<file path="src/rtl/speck_pkg.sv">
// Shared definitions for the Speck128/128 decrypt slice.
//   SPECK_W / SPECK_ROUNDS / SPECK_ALPHA / SPECK_BETA : cipher geometry
//   SPECK_IDX_W : width of a round index (clog2 of the round count)
//   speck_state_t + ST_* : control FSM encoding used by speck_decrypt_core
package speck_pkg;

  localparam int SPECK_W      = 64;
  localparam int SPECK_ROUNDS = 32;
  localparam int SPECK_ALPHA  = 8;
  localparam int SPECK_BETA   = 3;
  localparam int SPECK_IDX_W  = $clog2(SPECK_ROUNDS);

  typedef logic [1:0] speck_state_t;

  localparam speck_state_t ST_IDLE   = 2'd0;
  localparam speck_state_t ST_KEYEXP = 2'd1;
  localparam speck_state_t ST_DEC    = 2'd2;
  localparam speck_state_t ST_DONE   = 2'd3;

endpackage

</file>
<file path="src/rtl/speck_round_key_ram.sv">
// Round-key store: ROUNDS x W words, one synchronous write port (filled
// while the key schedule runs forward) and one asynchronous read port
// (consumed in reverse order by the inverse rounds).
//   clk   : write clock
//   we    : write enable
//   waddr : write index
//   wdata : round key to store
//   raddr : read index
//   rdata : round key at raddr, combinational
// No reset: contents are only read after being written by the same run.
module speck_round_key_ram
  import speck_pkg::*;
#(
  parameter int W      = SPECK_W,
  parameter int ROUNDS = SPECK_ROUNDS,
  parameter int IDX_W  = $clog2(ROUNDS)
) (
  input  logic             clk,
  input  logic             we,
  input  logic [IDX_W-1:0] waddr,
  input  logic [W-1:0]     wdata,
  input  logic [IDX_W-1:0] raddr,
  output logic [W-1:0]     rdata
);

  logic [W-1:0] mem [ROUNDS];

  always_ff @(posedge clk) begin
    if (we) begin
      mem[waddr] <= wdata;
    end
  end

  assign rdata = mem[raddr];

endmodule

</file>
<file path="src/rtl/speck_decrypt_core.sv">
// Iterative Speck128/128 decryption engine. On an accepted start the key
// schedule is expanded forward into a round-key store (one step per cycle),
// then one inverse round per cycle is applied with the keys in reverse order.
//   clk, reset     : clock, synchronous active-high reset
//   start          : request, sampled only while idle
//   key_l, key_k   : key words l[0] (upper) and k[0] (lower)
//   ct_x, ct_y     : ciphertext words
//   busy           : operation in flight
//   done           : one-cycle pulse, plaintext valid
//   pt_x, pt_y     : plaintext, held until the next completion
// Optional feature macro: SPECK_KEY_CACHE_EN. When defined, the last key pair
// that completed is remembered and a repeated key skips the key schedule.
module speck_decrypt_core
  import speck_pkg::*;
#(
  parameter int W      = SPECK_W,
  parameter int ROUNDS = SPECK_ROUNDS,
  parameter int ALPHA  = SPECK_ALPHA,
  parameter int BETA   = SPECK_BETA
) (
  input  logic         clk,
  input  logic         reset,
  input  logic         start,
  input  logic [W-1:0] key_l,
  input  logic [W-1:0] key_k,
  input  logic [W-1:0] ct_x,
  input  logic [W-1:0] ct_y,
  output logic         busy,
  output logic         done,
  output logic [W-1:0] pt_x,
  output logic [W-1:0] pt_y
);

  localparam int IDX_W = $clog2(ROUNDS);

  function automatic logic [W-1:0] rol(input logic [W-1:0] v, input int n);
    return (v << n) | (v >> (W - n));
  endfunction

  function automatic logic [W-1:0] ror(input logic [W-1:0] v, input int n);
    return (v >> n) | (v << (W - n));
  endfunction

  speck_state_t     state;
  logic [IDX_W-1:0] cnt;     // i during KEYEXP, r during DEC
  logic [W-1:0]     l_q;
  logic [W-1:0]     k_q;
  logic [W-1:0]     x_q;
  logic [W-1:0]     y_q;

  logic [W-1:0]     l_next;
  logic [W-1:0]     k_next;
  logic [W-1:0]     x_next;
  logic [W-1:0]     y_next;
  logic [W-1:0]     rk;

  logic             accept;
  logic             cache_hit;

  logic             ram_we;
  logic [IDX_W-1:0] ram_waddr;
  logic [W-1:0]     ram_wdata;

  assign accept = (state == ST_IDLE) && start;

`ifdef SPECK_KEY_CACHE_EN
  logic             cache_valid;
  logic [2*W-1:0]   cache_key;

  assign cache_hit = cache_valid && ({key_l, key_k} == cache_key);
`else
  assign cache_hit = 1'b0;
`endif

  // Forward key-schedule step; the round counter is zero-extended to W.
  assign l_next = (k_q + ror(l_q, ALPHA)) ^ {{(W-IDX_W){1'b0}}, cnt};
  assign k_next = rol(k_q, BETA) ^ l_next;

  // Inverse round: undo the y update first, then the x update.
  assign y_next = ror(y_q ^ x_q, BETA);
  assign x_next = rol((x_q ^ rk) - y_next, ALPHA);

  // Entry 0 is k[0] itself; each KEYEXP step produces the next entry.
  assign ram_we    = accept || (state == ST_KEYEXP);
  assign ram_waddr = (state == ST_IDLE) ? '0 : cnt + 1'b1;
  assign ram_wdata = (state == ST_IDLE) ? key_k : k_next;

  speck_round_key_ram #(
    .W      (W),
    .ROUNDS (ROUNDS),
    .IDX_W  (IDX_W)
  ) u_rk_ram (
    .clk   (clk),
    .we    (ram_we),
    .waddr (ram_waddr),
    .wdata (ram_wdata),
    .raddr (cnt),
    .rdata (rk)
  );

  // Control path and architectural outputs.
  always_ff @(posedge clk) begin
    if (reset) begin
      state <= ST_IDLE;
      cnt   <= '0;
      busy  <= 1'b0;
      done  <= 1'b0;
      pt_x  <= '0;
      pt_y  <= '0;
`ifdef SPECK_KEY_CACHE_EN
      cache_valid <= 1'b0;
`endif
    end else begin
      case (state)
        ST_IDLE: begin
          if (start) begin
            busy <= 1'b1;
            if (cache_hit) begin
              state <= ST_DEC;
              cnt   <= IDX_W'(ROUNDS - 1);
            end else begin
              state <= ST_KEYEXP;
              cnt   <= '0;
`ifdef SPECK_KEY_CACHE_EN
              // Stored pair is being replaced; not trustworthy until done.
              cache_valid <= 1'b0;
`endif
            end
          end
        end
        ST_KEYEXP: begin
          if (cnt == IDX_W'(ROUNDS - 2)) begin
            state <= ST_DEC;
            cnt   <= IDX_W'(ROUNDS - 1);
          end else begin
            cnt <= cnt + 1'b1;
          end
        end
        ST_DEC: begin
          if (cnt == '0) begin
            state <= ST_DONE;
            busy  <= 1'b0;
            done  <= 1'b1;
            pt_x  <= x_next;
            pt_y  <= y_next;
`ifdef SPECK_KEY_CACHE_EN
            cache_valid <= 1'b1;
`endif
          end else begin
            cnt <= cnt - 1'b1;
          end
        end
        default: begin
          state <= ST_IDLE;
          done  <= 1'b0;
        end
      endcase
    end
  end

  // Datapath working registers (no reset; always loaded before use).
  always_ff @(posedge clk) begin
    case (state)
      ST_IDLE: begin
        if (start) begin
          l_q <= key_l;
          k_q <= key_k;
          x_q <= ct_x;
          y_q <= ct_y;
        end
      end
      ST_KEYEXP: begin
        l_q <= l_next;
        k_q <= k_next;
      end
      ST_DEC: begin
        x_q <= x_next;
        y_q <= y_next;
      end
      default: begin
      end
    endcase
  end

`ifdef SPECK_KEY_CACHE_EN
  always_ff @(posedge clk) begin
    if (accept && !cache_hit) begin
      cache_key <= {key_l, key_k};
    end
  end
`endif

endmodule

</file>
<file path="config.mk">
export PLATFORM = sky130hd
export DESIGN_NAME = speck_decrypt_core
export DESIGN_NICKNAME = d
export VERILOG_FILES = /design/src/rtl/speck_pkg.sv /design/src/rtl/speck_round_key_ram.sv /design/src/rtl/speck_decrypt_core.sv
export SDC_FILE = /design/constraint.sdc
export NUM_CORES = 2
export LEC_CHECK = 0
export CAP_MARGIN = 5
export CORE_MARGIN = 4
export CORE_UTILIZATION = 29
export CTS_BUF_LIST = sky130_fd_sc_hd__clkbuf_8 sky130_fd_sc_hd__clkbuf_16
export DETAILED_ROUTE_END_ITERATION = 6
export PLACE_DENSITY_LB_ADDON = 0.12
export SYNTH_ARGS = -nofsm -noshare
export SYNTH_HDL_FRONTEND = slang
export SYNTH_SLANG_ARGS = --single-unit
</file>
<file path="constraint.sdc">
create_clock -name clk -period 15.4 [get_ports clk]
set_input_delay 3.08 -clock clk [delete_from_list [all_inputs] [get_ports clk]]
set_output_delay 3.08 -clock clk [all_outputs]
set_load 0.03 [all_outputs]
</file>
==> results.sh <==
export IMPL_startpoint_type="register"
export IMPL_vias=56800
export IMPL_clkSlewWorstSetupHoldPaths_ns=0.06
export IMPL_path_cells="buf_4, buf_12, buf_4, mux4_2, mux4_2, mux2i_1, xnor2_1, ha_1, and4_1, a21oi_1, o221a_2, o22ai_1, o311ai_1, a21o_1, nand2_1, a311oi_1, xor2_1, o21ai_0"
export IMPL_critPathRequiredTime_ns=16.03
export IMPL_p_per_area_mw_per_mm2=190
export IMPL_synth_fp_nets=6093
export IMPL_syn_inst=5691
export IMPL_synth_area_top_cells="edfxtp_1 (67%), mux4_2 (14%), dfxtp_1 (2.8%)"
export IMPL_grt_pass1_vias=57800
export IMPL_die_h_um=605
export IMPL_cts_htree_levels=5
export IMPL_hold_path_endpoint="pt_x[44]"
export IMPL_cts_hold_buffers_added=0
export IMPL_dpl_hpwl_mm=208
export IMPL_synth_seq_cells=2446
export IMPL_ys_warn_count=0
export IMPL_grt_pass1_wl_mm=474
export IMPL_io_pins=389
export IMPL_cts_tree="done"
export IMPL_holdCritPathClass="reg2reg"
export IMPL_grt_max_degree=136
export IMPL_fp_coreArea_mm2=0.353
export IMPL_hold_viol_final=0
export IMPL_skew_ns=0.0418
export IMPL_ys_async_sr_fraction_pct=0
export IMPL_slowest_delay_ns=0.90
export IMPL_antenna_found_initial=20
export IMPL_row_count=218
export IMPL_port_buffer_count=388
export IMPL_post_cts_buffers=0
export IMPL_cts_buffers_inserted=285
export IMPL_clock_path_buffers=4
export IMPL_cts_resized=0
export IMPL_nNetsFinal=6622
export IMPL_finish_utilization_pct=34.7
export IMPL_rsz0062_at_grt="no"
export IMPL_synth_top_area_share_pct=67.0
export IMPL_rrSetupSlack_ns=7.34
export IMPL_crit_path_end_kind="register"
export IMPL_status="completed"
export IMPL_ant_nets=0
export IMPL_track_usage_pct=18.4
export IMPL_seq_area_frac_synth_pct=69.8
export IMPL_hold_start="pt_x[44]"
export IMPL_synth_top_flop_cell="edfxtp_1"
export IMPL_drc_errors=0
export IMPL_grt_remaining_overflow=0
export IMPL_static_leakage_power_nw=38.3
export IMPL_synth_cell_area_mm2=0.103
export IMPL_synth_edf_count=2304
export IMPL_r2r_end="x_q[6]"
export IMPL_avgSynthCellArea_um2=18.1
export IMPL_place_congestion=0.834
export IMPL_maxCapViolations=0
export IMPL_slew_headroom_pct=9.93
export IMPL_drtIter0Drc=5970
export IMPL_holdPathStages=2
export IMPL_worstSkewPairLatency_ns=0.91
export IMPL_cts_sinks=2446
export IMPL_critical_path_class="reg2reg"
export IMPL_slew_violations=0
export IMPL_drt_pass1_iter_count=7
export IMPL_path_max_fanout=135
export IMPL_cp_slowest_cell="mux2i_1"
export IMPL_start_util_pct=29.2
export IMPL_area_delta_synth_final_pct=18.8
export IMPL_fin_tns_setup_ns=0
export IMPL_dieArea_mm2=0.366
export IMPL_finalCriticalPeriod_ns=8.06
export IMPL_worstMarginPinSlew_ns=1.31
export IMPL_ys_types=84
export IMPL_die_w_um=605
export IMPL_synth_top_cell_by_area="edfxtp_1"
export IMPL_drive_above_1_share_pct=22.6
export IMPL_vias_per_cell=5.08
export IMPL_wl_mm=346
export IMPL_critical_path_arrival_ns=8.69
export IMPL_cts_root_buffer="clkbuf_16"
export IMPL_max_vdd_ir_drop_mv=0.0849
export IMPL_routedWlPerCell_um=30.9
export IMPL_fmax_mhz=124
export IMPL_fin_crit_sh_pct=52.3
export IMPL_reg2regPathDepth=18
export IMPL_setup_viol=0
export IMPL_hold_slack_ns=0.454
==> worst max-delay path: cells and delay by family (launching register included) <==
kind            cells  cell delay, ns
simple gates        2            0.38
mux                 3            1.82
buf+inv             3            2.06
fa+ha+maj           1            0.42
flops               1            0.79
xor+xnor            2            0.38
compound gates      7            1.55
==> Yosys cell counts (5+ instances only) <==
library cell	number
xnor2_1	269
clkbuf_1	237
mux4_2	640
nand4_1	49
a21oi_1	347
a22oi_1	5
nand4b_1	5
a31oi_1	19
a211o_1	5
o21a_1	14
xor2_1	60
dfxtp_1	142
nor2_1	308
nand2_1	236
and4_1	5
ha_1	141
buf_4	6
nand3_1	36
o31a_1	5
nor3_1	24
nand2b_1	10
mux2_2	126
o31ai_1	11
and3_1	9
buf_1	63
inv_1	103
nor2b_1	8
edfxtp_1	2304
o21bai_1	32
a211oi_1	79
a21o_1	63
mux2i_1	121
o21ai_1	8
or3_1	9
o21ai_0	91
buf_6	6
==> worst max-delay path by stage <==
stage          startpoint       end  slack [ns]  cells past startpoint
3_5_place_dp     register    x_q[7]        7.16                     18
3_3_place_gp     register    x_q[6]        7.14                     19
6_report         register    x_q[6]        7.34                     18
5_1_grt          register    x_q[6]        6.73                     19
4_1_cts          register    x_q[7]        7.19                     18
2_1_floorplan    state[0]  state[0]        4.34                      7
==> final cells by class <==
type / instances / area (µm²)
Multi-Input combinational cell: 2820 / 30100
Fill cell: 33600 / 231000
Inverter: 103 / 387
Clock buffer: 294 / 7310
Timing Repair Buffer: 564 / 5320
Sequential cell: 2446 / 72000
Antenna cell: 5 / 12.5
Clock inverter: 211 / 1560
Tap cell: 4730 / 5920
==> flip-flops by register name (all words and copies together), names as in the netlist, named ones only <==
| name | count |
|---|---|
| busy | 1 |
| cnt | 5 |
| done | 1 |
| k_q | 64 |
| l_q | 64 |
| pt_x | 64 |
| pt_y | 64 |
| state | 2 |
| u_rk_ram.mem | 2048 |
| x_q | 64 |
| y_q | 64 |
==> layout by cell type, fill, tap and decap left out, types with 79 or more instances in the layout <==
master	Yosys	layout
dfxtp_1	142	137
mux2_2	126	126
a211oi_1	79	79
o21ai_0	91	89
ha_1	141	138
buf_4	6	167
nand2_1	236	234
mux4_2	640	640
xnor2_1	269	269
clkdlybuf4s50_1	0	387
edfxtp_1	2304	2304
nor2_1	308	276
inv_1	103	179
clkbuf_16	0	290
a21oi_1	347	347
==> cell families after synthesis <==
family | after synthesis | share of synthesized area [%]
AOI/OAI and AO/OA | 731 | 4.34
xor gates and xnor gates | 331 | 2.83
adders and majority gates | 143 | 1.75
buffers and inverters | 425 | 1.70
DFF | 2446 | 69.8
muxes | 887 | 16.5
and+or+nand+nor | 728 | 3.10
==> power breakdown <==
part / total (mW) / internal (mW) / switching [mW]
clock: 6.47 / 3.65 / 2.81
sequential: 9.05 / 8.78 / 0.262
combinational: 7.82 / 2.54 / 5.27
total: 23.3 / 15.0 / 8.35
==> metal layers <==
metal | GRT usage, % | up-vias | part of all wire (%)
met3 | 3.19 | 392 | 6.6
li1 | - | 24000 | -
met5 | 0 | - | 0.014
met1 | 27.7 | 30400 | 47
met2 | 27.8 | 1996 | 44
met4 | 4.00 | 8 | 2.2
==> per-stage QoR <==
stage	std cells	cell area (µm²)	setup WS [ns]	power, mW
after floorplan	5691	103000	4.34	13.9
after global routing	11200	123000	6.73	24.5
after CTS	11200	123000	7.19	23.6
final	11200	123000	7.34	23.3
after global placement	10700	114000	7.14	17.0
after detailed placement	10700	114000	7.16	17.0
(Power assumes the default switching activity.)
